$ cat src/rtl/idu_ctrl_pkg.sv
// Shared definitions for the decode controller: ImmType codes, opcode
// constants, the ebreak encoding and the FSM state type.
package idu_ctrl_pkg;

  typedef enum logic [2:0] {
    IMM_I    = 3'd0,
    IMM_U    = 3'd1,
    IMM_J    = 3'd2,
    IMM_B    = 3'd3,
    IMM_S    = 3'd4,
    IMM_NONE = 3'd7
  } imm_type_e;

  typedef enum logic {
    ST_RUN  = 1'b0,
    ST_HALT = 1'b1
  } state_e;

  localparam logic [6:0] OP_LUI    = 7'b0110111;
  localparam logic [6:0] OP_AUIPC  = 7'b0010111;
  localparam logic [6:0] OP_JAL    = 7'b1101111;
  localparam logic [6:0] OP_IMM    = 7'b0010011;
  localparam logic [6:0] OP_LOAD   = 7'b0000011;
  localparam logic [6:0] OP_JALR   = 7'b1100111;
  localparam logic [6:0] OP_SYSTEM = 7'b1110011;
  localparam logic [6:0] OP_BRANCH = 7'b1100011;
  localparam logic [6:0] OP_STORE  = 7'b0100011;
  localparam logic [6:0] OP_REG    = 7'b0110011;

  localparam logic [31:0] INST_EBREAK = 32'h0010_0073;

endpackage

$ cat src/rtl/idu_ctrl_if.sv
// Fetch-side and execute-side handshake bundle of the decode controller.
// master = the surrounding core (IFU/EXU side), slave = the controller.
interface idu_ctrl_if #(
  parameter int XLEN = 32
);

  logic            in_valid;
  logic            in_ready;
  logic [31:0]     in_inst;
  logic [XLEN-1:0] in_pc;

  logic            out_valid;
  logic            out_ready;
  logic [31:0]     out_inst;
  logic [XLEN-1:0] out_pc;
  logic [XLEN-1:0] out_imm;
  logic [2:0]      out_imm_type;
  logic [4:0]      out_rs1;
  logic [4:0]      out_rs2;
  logic [4:0]      out_rd;

  modport master (
    output in_valid, in_inst, in_pc, out_ready,
    input  in_ready, out_valid, out_inst, out_pc, out_imm, out_imm_type,
           out_rs1, out_rs2, out_rd
  );

  modport slave (
    input  in_valid, in_inst, in_pc, out_ready,
    output in_ready, out_valid, out_inst, out_pc, out_imm, out_imm_type,
           out_rs1, out_rs2, out_rd
  );

endinterface

$ cat src/rtl/idu_ctrl_immgen.sv
// Immediate generator: assembles the sign-extended immediate of an
// instruction from its encoding fields for the given ImmType.
module idu_ctrl_immgen
  import idu_ctrl_pkg::*;
#(
  parameter int XLEN = 32
) (
  input  logic [31:7]     i_inst,
  input  imm_type_e       i_type,
  output logic [XLEN-1:0] o_imm
);

  logic signed [31:0] w_imm32;

  // Field scramble per format; the 32-bit result is then sign-extended to XLEN
  always_comb begin
    w_imm32 = 32'sd0;
    case (i_type)
      IMM_I:   w_imm32 = {{20{i_inst[31]}}, i_inst[31:20]};
      IMM_U:   w_imm32 = {i_inst[31:12], 12'h000};
      IMM_J:   w_imm32 = {{12{i_inst[31]}}, i_inst[19:12], i_inst[20],
                          i_inst[30:21], 1'b0};
      IMM_B:   w_imm32 = {{20{i_inst[31]}}, i_inst[7], i_inst[30:25],
                          i_inst[11:8], 1'b0};
      IMM_S:   w_imm32 = {{20{i_inst[31]}}, i_inst[31:25], i_inst[11:7]};
      IMM_NONE: w_imm32 = 32'sd0;
      default: w_imm32 = 32'sd0;
    endcase
  end

  assign o_imm = XLEN'(w_imm32);

endmodule

$ cat src/rtl/idu_ctrl.sv
// Decode-stage controller: accepts fetched instructions, classifies the
// opcode, registers the decoded bundle for the EXU and halts on ebreak/illegal.
module idu_ctrl
  import idu_ctrl_pkg::*;
#(
  parameter int XLEN  = 32,
  parameter int CNT_W = 32
) (
  input  logic             clk,
  input  logic             rst,
  idu_ctrl_if.slave        bus,
  input  logic             flush,
  output logic             halt,
  output logic             illegal,
  output logic [CNT_W-1:0] dec_count
);

  state_e           r_state;
  logic             r_out_valid;
  logic [31:0]      r_out_inst;
  logic [XLEN-1:0]  r_out_pc;
  logic [XLEN-1:0]  r_out_imm;
  logic [2:0]       r_out_imm_type;
  logic [4:0]       r_out_rs1;
  logic [4:0]       r_out_rs2;
  logic [4:0]       r_out_rd;
  logic             r_illegal;
  logic [CNT_W-1:0] r_dec_count;

  imm_type_e        w_imm_type;
  logic             w_bad_op;
  logic [XLEN-1:0]  w_imm;
  logic             w_in_ready;
  logic             w_xfer;
  logic             w_ebreak;

  // Opcode to ImmType lookup; anything not listed is an illegal opcode
  always_comb begin
    w_imm_type = IMM_NONE;
    w_bad_op   = 1'b0;
    case (bus.in_inst[6:0])
      OP_LUI, OP_AUIPC:                     w_imm_type = IMM_U;
      OP_JAL:                               w_imm_type = IMM_J;
      OP_IMM, OP_LOAD, OP_JALR, OP_SYSTEM:  w_imm_type = IMM_I;
      OP_BRANCH:                            w_imm_type = IMM_B;
      OP_STORE:                             w_imm_type = IMM_S;
      OP_REG:                               w_imm_type = IMM_NONE;
      default: begin
        w_imm_type = IMM_NONE;
        w_bad_op   = 1'b1;
      end
    endcase
  end

  idu_ctrl_immgen #(
    .XLEN (XLEN)
  ) u_immgen (
    .i_inst (bus.in_inst[31:7]),
    .i_type (w_imm_type),
    .o_imm  (w_imm)
  );

  // A drain and an accept may share a cycle, giving one instruction per cycle
  assign w_in_ready = (r_state == ST_RUN) && !flush
                      && (!r_out_valid || bus.out_ready);
  assign w_xfer     = bus.in_valid && w_in_ready;
  assign w_ebreak   = (bus.in_inst == INST_EBREAK);

  // FSM plus all registered outputs; flush outranks both handshakes
  always_ff @(posedge clk) begin
    if (rst) begin
      r_state        <= ST_RUN;
      r_out_valid    <= 1'b0;
      r_out_inst     <= 32'h0000_0000;
      r_out_pc       <= '0;
      r_out_imm      <= '0;
      r_out_imm_type <= 3'd0;
      r_out_rs1      <= 5'd0;
      r_out_rs2      <= 5'd0;
      r_out_rd       <= 5'd0;
      r_illegal      <= 1'b0;
      r_dec_count    <= '0;
    end else if (flush) begin
      r_state     <= ST_RUN;
      r_out_valid <= 1'b0;
      r_illegal   <= 1'b0;
    end else begin
      if (r_out_valid && bus.out_ready) begin
        r_out_valid <= 1'b0;
        r_dec_count <= r_dec_count + {{(CNT_W-1){1'b0}}, 1'b1};
      end
      if (w_xfer) begin
        r_out_inst     <= bus.in_inst;
        r_out_pc       <= bus.in_pc;
        r_out_imm      <= w_imm;
        r_out_imm_type <= w_imm_type;
        r_out_rs1      <= bus.in_inst[19:15];
        r_out_rs2      <= bus.in_inst[24:20];
        r_out_rd       <= bus.in_inst[11:7];
        if (w_bad_op) begin
          r_out_valid <= 1'b0;
          r_illegal   <= 1'b1;
          r_state     <= ST_HALT;
        end else begin
          // ebreak still reaches the EXU before the stage stops
          r_out_valid <= 1'b1;
          if (w_ebreak) begin
            r_state <= ST_HALT;
          end else begin
            r_state <= r_state;
          end
        end
      end
    end
  end

  assign bus.in_ready     = w_in_ready;
  assign bus.out_valid    = r_out_valid;
  assign bus.out_inst     = r_out_inst;
  assign bus.out_pc       = r_out_pc;
  assign bus.out_imm      = r_out_imm;
  assign bus.out_imm_type = r_out_imm_type;
  assign bus.out_rs1      = r_out_rs1;
  assign bus.out_rs2      = r_out_rs2;
  assign bus.out_rd       = r_out_rd;
  assign halt             = (r_state == ST_HALT);
  assign illegal          = r_illegal;
  assign dec_count        = r_dec_count;

endmodule
$ cat src/flat_wrapper.sv
// flat-port wrapper written by rule: the top's interface ports become plain ports
module idu_ctrl_flat import idu_ctrl_pkg::*;
#(
  parameter int XLEN  = 32,
  parameter int CNT_W = 32
)
  (clk, rst, flush, halt, illegal, dec_count, bus_in_valid, bus_in_inst, bus_in_pc, bus_out_ready, bus_in_ready, bus_out_valid, bus_out_inst, bus_out_pc, bus_out_imm, bus_out_imm_type, bus_out_rs1, bus_out_rs2, bus_out_rd);
  idu_ctrl_if #(.XLEN(XLEN)) bus_i ();
  input  logic clk;
  input  logic rst;
  input  logic flush;
  output logic halt;
  output logic illegal;
  output logic [CNT_W-1:0] dec_count;
  input wire logic [$bits(bus_i.in_valid)-1:0] bus_in_valid;
  input wire logic [$bits(bus_i.in_inst)-1:0] bus_in_inst;
  input wire logic [$bits(bus_i.in_pc)-1:0] bus_in_pc;
  input wire logic [$bits(bus_i.out_ready)-1:0] bus_out_ready;
  output wire logic [$bits(bus_i.in_ready)-1:0] bus_in_ready;
  output wire logic [$bits(bus_i.out_valid)-1:0] bus_out_valid;
  output wire logic [$bits(bus_i.out_inst)-1:0] bus_out_inst;
  output wire logic [$bits(bus_i.out_pc)-1:0] bus_out_pc;
  output wire logic [$bits(bus_i.out_imm)-1:0] bus_out_imm;
  output wire logic [$bits(bus_i.out_imm_type)-1:0] bus_out_imm_type;
  output wire logic [$bits(bus_i.out_rs1)-1:0] bus_out_rs1;
  output wire logic [$bits(bus_i.out_rs2)-1:0] bus_out_rs2;
  output wire logic [$bits(bus_i.out_rd)-1:0] bus_out_rd;
  assign bus_i.in_valid = bus_in_valid;
  assign bus_i.in_inst = bus_in_inst;
  assign bus_i.in_pc = bus_in_pc;
  assign bus_i.out_ready = bus_out_ready;
  assign bus_in_ready = bus_i.in_ready;
  assign bus_out_valid = bus_i.out_valid;
  assign bus_out_inst = bus_i.out_inst;
  assign bus_out_pc = bus_i.out_pc;
  assign bus_out_imm = bus_i.out_imm;
  assign bus_out_imm_type = bus_i.out_imm_type;
  assign bus_out_rs1 = bus_i.out_rs1;
  assign bus_out_rs2 = bus_i.out_rs2;
  assign bus_out_rd = bus_i.out_rd;
  idu_ctrl #(.XLEN(XLEN), .CNT_W(CNT_W)) u_core (.clk(clk), .rst(rst), .bus(bus_i), .flush(flush), .halt(halt), .illegal(illegal), .dec_count(dec_count));
endmodule
$ cat config.mk
export PLATFORM = sky130hd
export DESIGN_NAME = idu_ctrl_flat
export DESIGN_NICKNAME = d
export VERILOG_FILES = /design/src/rtl/idu_ctrl_pkg.sv /design/src/rtl/idu_ctrl_if.sv /design/src/rtl/idu_ctrl_immgen.sv /design/src/rtl/idu_ctrl.sv /design/src/flat_wrapper.sv
export SDC_FILE = /design/constraint.sdc
export NUM_CORES = 1
export LEC_CHECK = 0
export ABC_AREA = 1
export BUFFER_PORTS_ARGS = -buffer_cell sky130_fd_sc_hd__buf_2
export CORE_MARGIN = 1.5
export CORE_UTILIZATION = 30
export CTS_BUF_LIST = sky130_fd_sc_hd__clkbuf_8
export DETAILED_ROUTE_END_ITERATION = 12
export GPL_ROUTABILITY_DRIVEN = 0
export PLACE_DENSITY = 0.59
export SLEW_MARGIN = 10
export SYNTH_ARGS = -nofsm -noshare
export SYNTH_HDL_FRONTEND = slang
export SYNTH_SLANG_ARGS = --single-unit
$ cat constraint.sdc
create_clock -name clk -period 1.5 [get_ports clk]
set_input_delay 0.3 -clock clk [delete_from_list [all_inputs] [get_ports clk]]
set_output_delay 0.3 -clock clk [all_outputs]
set_load 0.1 [all_outputs]
# After elaboration in Yosys (flattened, before gate mapping)
# Index checks and enable logic that the tools add are counted.
[classes]
addsub = 1
eq_ne = 16
n_mux = 7
bitwise = 3
reduce_logical = 17
[op_table]
columns = ["cell", "count"]
rows = [
  ["32-bit one-hot mux with 5 select lines", 1],
  ["32-bit by 1-bit adder with 32-bit output, second input constant", 1],
  ["32-bit by 21-bit == test with 1-bit output, second input constant", 1],
  ["7-bit == test, second input constant", 4],
  ["7-bit by 6-bit == test with 1-bit output, second input constant", 3],
  ["3-bit one-hot mux with 5 select lines", 1],
  ["7-bit by 5-bit == test with 1-bit output, second input constant", 2],
  ["10-bit OR reduction", 1],
  ["2-bit AND reduction", 4],
  ["7-bit by 2-bit == test with 1-bit output, second input constant", 1],
  ["3-bit by 2-bit == test with 1-bit output, second input constant", 2],
  ["1-bit 2-to-1 mux", 5],
  ["1-bit logical AND", 4],
  ["2-bit OR reduction", 2],
  ["4-bit OR reduction", 1],
  ["3-bit by 1-bit == test with 1-bit output, second input constant", 1],
  ["3-bit == test, second input constant", 1],
  ["3-bit logical NOT", 1],
  ["1-bit inverter", 3],
  ["1-bit logical NOT", 2],
  ["2-bit by 1-bit inequality test with 1-bit output, second input constant", 1],
  ["2-bit nonzero test", 1],
  ["1-bit logical OR", 1],
]
[word_totals]
regBits = 149
inputBits = 69
out_inout_bits = 150
word_cells = 55

# Logic depth before layout (Yosys ltp)
# Gate-level depths: netlist (run 1).
[logic_depth]
word_depth = 5
mapped_depth = 11

# Cells and area by module
# Synthesis (run 1) repeated with hierarchy kept, for this count alone.
[unflattened]
cells_unflattened = 869
area_unflattened_um2 = 6028.3
[by_module_without_submodules]
columns = ["module", "instances", "cells_each", "area_per_inst_um2"]
rows = [
  ["idu_ctrl", 1, 785, 5621.6],
  ["idu_ctrl_immgen", 1, 84, 406.6],
]

# Worst setup path before layout (run 1)
# Ideal clock, no wire load.
[synth_path]
path_kind = "register to output"
from = "register u_core.r_out_valid, in the netlist u_core.bus.out_valid"
to = "output port bus_in_ready"
t_arrival_ps = 2870
required_time_ps = 1200
setup_slack_ps = -1670
stages_incl_launch_ff = 4
path_buffers = 0
path_cell_list = "dfxtp_1 > inv_1 > nor2_1 > nor3_1"
[synth_via]
elab_chain_len = 3
[synth_lines]
columns = ["item", "line", "rtl"]
rows = [
  ["start, declared", "idu_ctrl.sv:19", "logic r_out_valid;"],
  ["start signal, assigned", "idu_ctrl.sv:73", "r_out_valid <= 1'b0;"],
  ["start signal, assigned", "idu_ctrl.sv:85", "r_out_valid <= 1'b0;"],
  ["start signal, assigned", "idu_ctrl.sv:89", "r_out_valid <= 1'b0;"],
  ["1-bit logical NOT", "idu_ctrl.sv:65", "&& (!r_out_valid || bus.out_ready);"],
  ["1-bit logical OR", "idu_ctrl.sv:65", ""],
  ["1-bit logical AND", "idu_ctrl.sv:65", ""],
  ["end, declared", "flat_wrapper.sv:19", "output wire logic [$bits(bus_i.in_ready)-1:0] bus_in_ready;"],
]
# Every way passes these cells.

# Final worst setup path (run 1)
[layout_path]
from = "register u_core.r_state, in the netlist u_core.halt"
to = "output port halt"
[layout_lines]
columns = ["item", "line", "rtl"]
rows = [
  ["start, declared", "idu_ctrl.sv:18", "state_e r_state;"],
  ["start signal, assigned", "idu_ctrl.sv:110", "r_state <= r_state;"],
  ["end, declared", "flat_wrapper.sv:12", "output logic halt;"],
]
# No word-level cell between the ends.

==> impl_metrics.yaml, run 1 <==
status:
  status: "finished with violations"
  violations: "setup timing"
die:
  rows: 53
  die_h_um: 150.8
  initial_utilization_pct: 30.87
  die_area_um2: 22730
  pin_count: 219
  die_w_um: 150.8
  core_area_um2: 21220
critical_path:
  crit_path_cell_trace: "buf_4 -> buf_2"
  critPathMaxStageDelay_ns: 0.42
  crit_slowest_cell: "buf_2"
  endpoint_kind: "output port"
  critPathKind: "register to output port"
  critPathRequiredTime_ns: 1.20
  worstPathArrival_ns: 1.34
  path_delay_family: "buffers and inverters"
  cp_max_fo: 3
  cp-start-kind: "register"
  crit_buf_inv: 2
grt:
  grt_use_total_pct: 18.53
  grt_pass1_wl_um: 33000
  grt.overflow.total: 0
  grt_max_degree: 46
  antenna_found_initial: 0
  grt_pass1_vias: 6483
clock_tree:
  cts_hold_buf: 0
  cts_tree: "done"
  cts.sink_count: 134
  clock-root-buffer: "clkbuf_8"
  path_clk_slew_ns: 0.10
  worstSkewPairLatency_ns: 0.46
  cts_buffer_depth: 2
  clock_tree.htree_level_count: 4
  cts_buffers: 17
power:
  finalPower_w: 0.009039
  total_leakage_power_nw: 4.152
  power_density_nw_per_um2: 954.7
  peakVddDrop_mv: 0.6517
synthesis:
  mappedNetlistNets: 1062
  ys_seq_elements: 134
  syn-instance-count: 992
  synth-compound-area-share_pct: 12.21
  synthAdderAreaFrac_pct: 0.1910
  synth-xor-area-share_pct: 0.4011
  avgSynthCellArea_um2: 6.603
  synthMuxAreaShare_pct: 0
  ys_seq_area_share_pct: 40.96
  netlist_area_um2: 6550
  yosysUniqueCellTypes: 31
  ys_warn_count: 0
  synthSimpleGateAreaFrac_pct: 37.73
  synth_top_family_by_area: "simple AND/OR/NAND/NOR gates"
final_layout:
  diodes: 0
  n_fill_cell: 2223
  multi_input_area_um2: 3433
  drive_gt1_share_pct: 36.14
  postLayoutCellArea_um2: 9468
  final_cell_mix: "nand2_1, buf_4, a21oi_1, nor2_1, dfxtp_1"
  area_growth_pct: 44.55
  fin_nets: 1302
  stdcell_count: 1520
  seq_area_um2: 2818
  layout.cells.most_common: "nand2_1"
  utilization_pct: 44.62
place:
  placedCellCount: 1483
  hpwl_um: 15340
  placed_cell_area_um2: 8481
  io_buffers: 218
route:
  route.detailed.drc: 0
  drt-wirelength-per-cell_um: 13.65
  dr.pass1.iters: 5
  via_per_inst: 4.618
  drt_iter0_markers: 232
  postRouteAntennaNets: 0
  via_count: 7020
  wl_um: 20760
sta:
  finalCriticalPeriod_ns: 1.645
  clock_skew_ns: 0.02251
  fmax_mhz: 608.0
  slew_headroom_pct: 67.69
  finalMaxSlewViolations: 0
  rsz0062_at_grt: "true"
  finalCritPeriodShare_pct: 109.6
  setup_viol: 8
  setup_ws_ns: -0.1447
  hold_viol_final: 0
  tightest_slew_ns: 0.4879
hold_path:
  hp-class: "input pin to register"
flow_run:
  maxCapViolCount: 0
[kinds of logic after synthesis]
kind of cell             after synthesis
adder cells (fa/ha/maj)                1
AND/OR/NAND/NOR                      585
flip-flops                           134
XOR/XNOR                               3
buffers and inverters                120
AO/OA/AOI/OAI                        149
[worst min-delay path, cell delays in order]
cell and delay (ns):
buf_2 0.09, nand2_1 0.05, a21oi_1 0.05
[flip-flops by register name, summed over array words and instances, names as in the netlist]
name,count
u_core.halt,1
u_core.bus.out_imm_type,3
u_core.dec_count,32
u_core.bus.out_pc,32
u_core.bus.out_imm,32
u_core.bus.out_valid,1
u_core.bus.out_rs1,4
u_core.bus.out_rd,4
u_core.bus.out_rs2,4
u_core.bus.out_inst,20
u_core.illegal,1
[per-stage QoR]
step	TNS, ns	setup slack (ns)	hold WS (ns)
floorplan	-0.3286	-0.1251	0.4352
global placement	-0.5139	-0.1149	0.4482
detailed placement	-0.9995	-0.1539	0.4513
CTS	-0.4612	-0.1990	0.03007
global route	-1.925	-0.2262	0.04310
finish	-0.5206	-0.1447	0.07020
[routing by layer]
layer / GRT usage (%) / share of wire [%]
met1: 22.95 / 43
met2: 31.07 / 49
met3: 5.667 / 7.4
met4: 4.903 / 1.0
met5: 0 / 0
[synth_stat cells]
| cell | count | area share, % |
|---|---|---|
| a21o_1 | 1 | 0.11 |
| a21oi_1 | 110 | 8.4 |
| a21oi_2 | 10 | 1.3 |
| a31oi_1 | 1 | 0.096 |
| and2_1 | 1 | 0.096 |
| buf_1 | 2 | 0.11 |
| buf_12 | 1 | 0.31 |
| buf_2 | 16 | 1.2 |
| buf_4 | 17 | 1.9 |
| buf_6 | 1 | 0.17 |
| clkbuf_1 | 24 | 1.4 |
| dfxtp_1 | 134 | 41 |
| ha_1 | 1 | 0.19 |
| inv_1 | 52 | 3.0 |
| inv_2 | 7 | 0.40 |
| nand2_1 | 348 | 20 |
| nand2_2 | 24 | 2.3 |
| nand2_4 | 1 | 0.17 |
| nand3_1 | 56 | 4.3 |
| nand3_2 | 3 | 0.46 |
| nand3b_1 | 8 | 0.92 |
| nand4_1 | 9 | 0.86 |
| nor2_1 | 114 | 6.5 |
| nor2_2 | 15 | 1.4 |
| nor2_4 | 3 | 0.52 |
| nor3_1 | 3 | 0.23 |
| o21a_1 | 4 | 0.46 |
| o21ai_0 | 22 | 1.7 |
| o21bai_1 | 1 | 0.11 |
| xnor2_1 | 1 | 0.13 |
| xor2_1 | 2 | 0.27 |
[what timing repair did]
item / 4_1_cts / 5_1_grt
setup buffers: 0 / 5
pin swaps: 0 / 11
setup endpoints to repair: 148 / 62
resized for setup: 150 / 32
[power by group]
group          total, W  internal [W]  switching, W
Clock           0.00358       0.00177       0.00181
Combinational   0.00178      0.000423       0.00136
Sequential      0.00367       0.00361     0.0000638
[final cells by class]
type                            instances  area share [%]
Inverter                               59           2.392
Clock inverter                         15           2.379
Multi-Input combinational cell        738           36.26
Clock buffer                           17           2.471
Timing Repair Buffer                  282           23.10
Tap cell                              275           3.634
Sequential cell                       134           29.76
[path summary, 6_finish.rpt]
kind / start / end / slack, ns / cells after the start
setup / recovery: u_core.halt$_SDFFE_PP0P_ / halt / -0.14 / 2
setup reg to reg: u_core.bus.out_valid$_SDFFE_PP0P_ / u_core.dec_count[25]$_SDFFE_PP0P_ / -0.05 / 8
hold reg to reg: u_core.bus.out_pc[10]$_SDFFE_PP0P_ / u_core.bus.out_pc[10]$_SDFFE_PP0P_ / 0.46 / 2
hold / removal: bus_in_pc[19] / u_core.bus.out_pc[19]$_SDFFE_PP0P_ / 0.07 / 3
Power figures use the tool's default switching activity.
==> inputs of run 2 (changes only) <==
--- a/config.mk
+++ b/config.mk
@@ -12,7 +12,7 @@
 export CTS_BUF_LIST = sky130_fd_sc_hd__clkbuf_8
 export DETAILED_ROUTE_END_ITERATION = 12
 export GPL_ROUTABILITY_DRIVEN = 0
-export PLACE_DENSITY = 0.59
+export PLACE_DENSITY = 0.61
 export SLEW_MARGIN = 10
 export SYNTH_ARGS = -nofsm -noshare
 export SYNTH_HDL_FRONTEND = slang
==> impl_metrics.yaml, run 2 (synthesized netlist as in run 1, its figures left out) <==
status:
  status: "finished with violations"
  violations: "setup timing"
route:
  postRouteAntennaNets: 0
  route.detailed.drc: 0
  dr.pass1.iters: 5
  via_count: 7088
  drt_iter0_markers: 242
  drt-wirelength-per-cell_um: 13.88
  wl_um: 21150
  via_per_inst: 4.651
clock_tree:
  clock-root-buffer: "clkbuf_8"
  path_clk_slew_ns: 0.11
  cts_buffer_depth: 2
  worstSkewPairLatency_ns: 0.47
  cts_tree: "done"
  clock_tree.htree_level_count: 4
  cts_buffers: 17
  cts.sink_count: 134
sta:
  setup_viol: 2
  finalCritPeriodShare_pct: 104.6
  tightest_slew_ns: 0.4892
  finalMaxSlewViolations: 0
  whs_ns: 0.05778
  slew_headroom_pct: 67.61
  clock_skew_ns: 0.01413
  rsz0062_at_grt: "true"
  hold_viol_final: 0
  fmax_mhz: 637.4
  finalCriticalPeriod_ns: 1.569
  setup_ws_ns: -0.06880
grt:
  grt.overflow.total: 0
  grt_use_total_pct: 17.91
  grt_pass1_wl_um: 31870
  antenna_found_initial: 3
  use_met1_pct: 21.84
  busiest_layer: "met2"
  use_met3_pct: 5.485
  grt_pass1_vias: 6403
  met2_usage_pct: 30.00
  grt_max_degree: 78
hold_path:
  hp-class: "input pin to register"
final_layout:
  seq_area_um2: 2818
  layout.cells.most_common: "nand2_1"
  postLayoutCellArea_um2: 9532
  drive_gt1_share_pct: 36.33
  n_fill_cell: 2221
  area_growth_pct: 45.52
  final_cell_mix: "nand2_1, buf_4, a21oi_1, nor2_1, dfxtp_1"
  fin_nets: 1304
  multi_input_area_um2: 3428
critical_path:
  critPathKind: "register to output port"
  crit_slowest_cell: "dfxtp_4"
  critPathRequiredTime_ns: 1.20
  cp_max_fo: 4
  worstPathArrival_ns: 1.27
  crit_path_cell_trace: "inv_2 -> nor2_4 -> nor3_4 -> buf_12"
  crit_buf_inv: 2
  critPathMaxStageDelay_ns: 0.37
  endpoint_kind: "output port"
  cp-start-kind: "register"
  path_delay_family: "flip-flops"
die:
  initial_utilization_pct: 30.87
  die_w_um: 150.8
  die_area_um2: 22730
  core_area_um2: 21220
  pin_count: 219
  die_h_um: 150.8
  rows: 53
place:
  placed_cell_area_um2: 8496
  io_buffers: 218
  hpwl_um: 15060
power:
  peakVddDrop_mv: 0.6200
  total_leakage_power_nw: 4.197
  power_density_nw_per_um2: 908.7
flow_run:
  maxCapViolCount: 0
## run 2: cell types whose count changed in the layout (fill, tap and decap cells not counted), moves of 3 or more
| cell | before | now |
|---|---|---|
| nor2_2 | 22 | 25 |
| bufinv_16 | 3 | 0 |
| clkinv_8 | 1 | 5 |
| clkbuf_16 | 0 | 5 |
## run 2: worst paths after layout
check | start | end | slack, ns | cells after the start
setup / recovery | u_core.bus.out_valid$_SDFFE_PP0P_ | bus_in_ready | -0.07 | 4
hold / removal | bus_in_pc[18] | u_core.bus.out_pc[18]$_SDFFE_PP0P_ | 0.06 | 3
setup reg to reg | u_core.dec_count[0]$_SDFFE_PP0P_ | u_core.dec_count[21]$_SDFFE_PP0P_ | 0.07 | 8
hold reg to reg | u_core.illegal$_SDFFE_PP0P_ | u_core.illegal$_SDFFE_PP0P_ | 0.47 | 2
## run 2: layer usage
layer,wire (um),vias up
met1,9019,3232
met4,335,2
met3,1641,24
met5,16,-
li1,-,3633
met2,10140,197
## run 2: tightest hold or removal path, delay by kind of cell
kind,cells,cell delay (ns)
and+or+nand+nor,1,0.05
AOI/OAI and AO/OA,1,0.05
buffers and inverters,1,0.09
## run 2: repair_timing
| item | CTS | global route |
|---|---|---|
| endpoints found under the setup margin | 147 | 58 |
| gates resized for setup | 144 | 36 |
| pin swaps | 0 | 6 |
| setup buffers | 0 | 2 |
| hold buffers | 0 | 0 |
| cloned | 0 | 5 |
## run 2: final cells by class
type	count	area share, %
multi-input cells	738	35.97
flip-flops and latches	134	29.56
repair buffers	284	24.04
well taps	275	3.610
clock buffers	17	2.455
inverters	59	2.402
clock inverters	15	1.917
diodes	2	0.05251
## run 2: power breakdown
group          leakage [nW]  switching [W]  internal (W)
sequential             1.12      0.0000693       0.00361
combinational          2.87        0.00138      0.000464
clock                 0.206        0.00186       0.00129
## run 2: stage by stage
stage | cells | util, % | setup TNS, ns | setup slack [ns] | power [W]
after global routing | 1523 | 44.91 | -0.3556 | -0.1266 | 0.008994
after floorplan | 992 | - | -0.3286 | -0.1251 | 0.005046
after global placement | 1483 | 40.04 | -0.7739 | -0.05486 | 0.005453
after CTS | 1515 | 43.72 | -0.6339 | -0.1091 | 0.008708
after detailed placement | 1483 | 40.04 | -2.033 | -0.07460 | 0.005461
final | 1524 | 44.92 | -0.1256 | -0.06880 | 0.008661
==> inputs of run 3 (changes only) <==
--- a/config.mk
+++ b/config.mk
@@ -13,6 +13,7 @@
 export DETAILED_ROUTE_END_ITERATION = 12
 export GPL_ROUTABILITY_DRIVEN = 0
 export PLACE_DENSITY = 0.61
+export SKIP_LAST_GASP = 1
 export SLEW_MARGIN = 10
 export SYNTH_ARGS = -nofsm -noshare
 export SYNTH_HDL_FRONTEND = slang
==> impl_metrics.yaml, run 3 (synthesized netlist as in run 1, its figures left out) <==
hold_path:
  hp-start: "bus_in_pc[18]"
  hp-class: "input pin to register"
clock_tree:
  clock_tree.htree_level_count: 4
  cts_tree: "done"
  cts_buffers: 17
  path_clk_slew_ns: 0.11
  cts_buffer_depth: 2
  clock-root-buffer: "clkbuf_8"
  cts.sink_count: 134
  worstSkewPairLatency_ns: 0.46
  cts_hold_buf: 0
route:
  route.detailed.drc: 0
  wl_um: 21160
  dr.pass1.iters: 4
  postRouteAntennaNets: 0
  via_per_inst: 4.657
  drt-wirelength-per-cell_um: 13.88
  drt_iter0_markers: 233
  via_count: 7097
final_layout:
  stdcell_count: 1524
  fin_nets: 1304
  layout.cells.most_common: "nand2_1"
  final_cell_mix: "nand2_1, buf_4, a21oi_1, nor2_1, dfxtp_1"
  area_growth_pct: 45.41
  drive_gt1_share_pct: 36.33
critical_path:
  cp-start-kind: "register"
  worstReg2RegStart: "u_core.bus.out_valid$_SDFFE_PP0P_"
  worstPathArrival_ns: 1.26
  critPathKind: "register to output port"
  critPathRequiredTime_ns: 1.20
  cp_max_fo: 4
  endpoint_kind: "output port"
  crit_start: "u_core.bus.out_valid$_SDFFE_PP0P_"
sta:
  finalCriticalPeriod_ns: 1.564
  hold_viol_final: 0
  finalCritPeriodShare_pct: 104.3
  slew_headroom_pct: 67.61
  tightest_slew_ns: 0.4892
  clock_skew_ns: 0.01279
  fmax_mhz: 639.4
  rsz0062_at_grt: "true"
  finalMaxSlewViolations: 0
  setup_ws_ns: -0.06393
  setup_viol: 2
grt:
  grt_pass1_wl_um: 31860
  grt_max_degree: 78
  grt_pass1_vias: 6400
  grt_use_total_pct: 17.91
  antenna_found_initial: 3
  grt.overflow.total: 0
status:
  violations: "setup timing"
  status: "finished with violations"
place:
  io_buffers: 218
  placedCellCount: 1483
  hpwl_um: 15060
  pre_cts_ws_ns: -0.07460
power:
  power_density_nw_per_um2: 908.3
  peakVddDrop_mv: 0.6209
  total_leakage_power_nw: 4.192
die:
  rows: 53
  core_area_um2: 21220
  pin_count: 219
  initial_utilization_pct: 30.87
  die_h_um: 150.8
  die_w_um: 150.8
  die_area_um2: 22730
flow_run:
  maxCapViolCount: 0
[run 3: cell count changes in the layout (fill, tap and decap cells not counted)]
cell | previous run | this run
buf_6 | 11 | 9
clkbuf_4 | 0 | 1
buf_4 | 184 | 185
[run 3: worst max-delay path, cell delays in order (launching register included)]
cell and delay [ns]:
dfxtp_4 0.37, inv_2 0.06, nor2_4 0.04, nor3_4 0.14
buf_12 0.20
[run 3: path summary, 6_finish.rpt]
path | endpoint | slack [ns] | depth (start not counted)
worst max-delay path | bus_in_ready | -0.06 | 4
worst min-delay path | u_core.bus.out_pc[18]$_SDFFE_PP0P_ | 0.06 | 3
worst max register to register | u_core.bus.out_imm[16]$_SDFFE_PP0P_ | 0.06 | 9
worst min register to register | u_core.illegal$_SDFFE_PP0P_ | 0.47 | 2
[run 3: power breakdown]
group,switching [W],internal (W)
Sequential,0.0000691,0.00361
Clock,0.00185,0.00129
Combinational,0.00138,0.000461
[run 3: stage by stage]
| step | hold slack [ns] | total power, W | cell area, um^2 | setup TNS, ns | util, % |
|---|---|---|---|---|---|
| 6_report | 0.06479 | 0.008650 | 9524 | -0.1158 | 44.88 |
| 5_1_grt | 0.03572 | 0.008991 | 9522 | -0.4261 | 44.87 |
| 4_1_cts | 0.02643 | 0.008708 | 9270 | -0.7011 | 43.69 |
| 3_5_place_dp | 0.4517 | 0.005461 | 8496 | -2.033 | 40.04 |
| 3_3_place_gp | 0.4480 | 0.005453 | 8496 | -0.7739 | 40.04 |
| 2_1_floorplan | 0.4352 | 0.005046 | 6787 | -0.3286 | - |
[run 3: layout make-up]
cell class | instances | area (um^2)
fillers | 2223 | 11700
multi-input cells | 738 | 3428
flip-flops and latches | 134 | 2818
repair buffers | 284 | 2283
well taps | 275 | 344.1
clock buffers | 17 | 234.0
inverters | 59 | 229.0
clock inverters | 15 | 182.7
diodes | 2 | 5.005
[run 3: what timing repair did]
action	CTS	global route
endpoints found under the setup margin	147	58
resized for setup	142	35
buffers inserted	0	2
gates cloned	0	5
pin swaps	0	5
[run 3: routing by layer]
metal | part of all wire, % | GRT usage [%] | up-vias | wire (um)
li1 | - | - | 3637 | -
met1 | 43 | 21.84 | 3218 | 9073
met2 | 48 | 29.98 | 217 | 10150
met3 | 7.6 | 5.485 | 23 | 1616
met4 | 1.5 | 5.680 | 2 | 312
met5 | 0.057 | 0 | - | 12
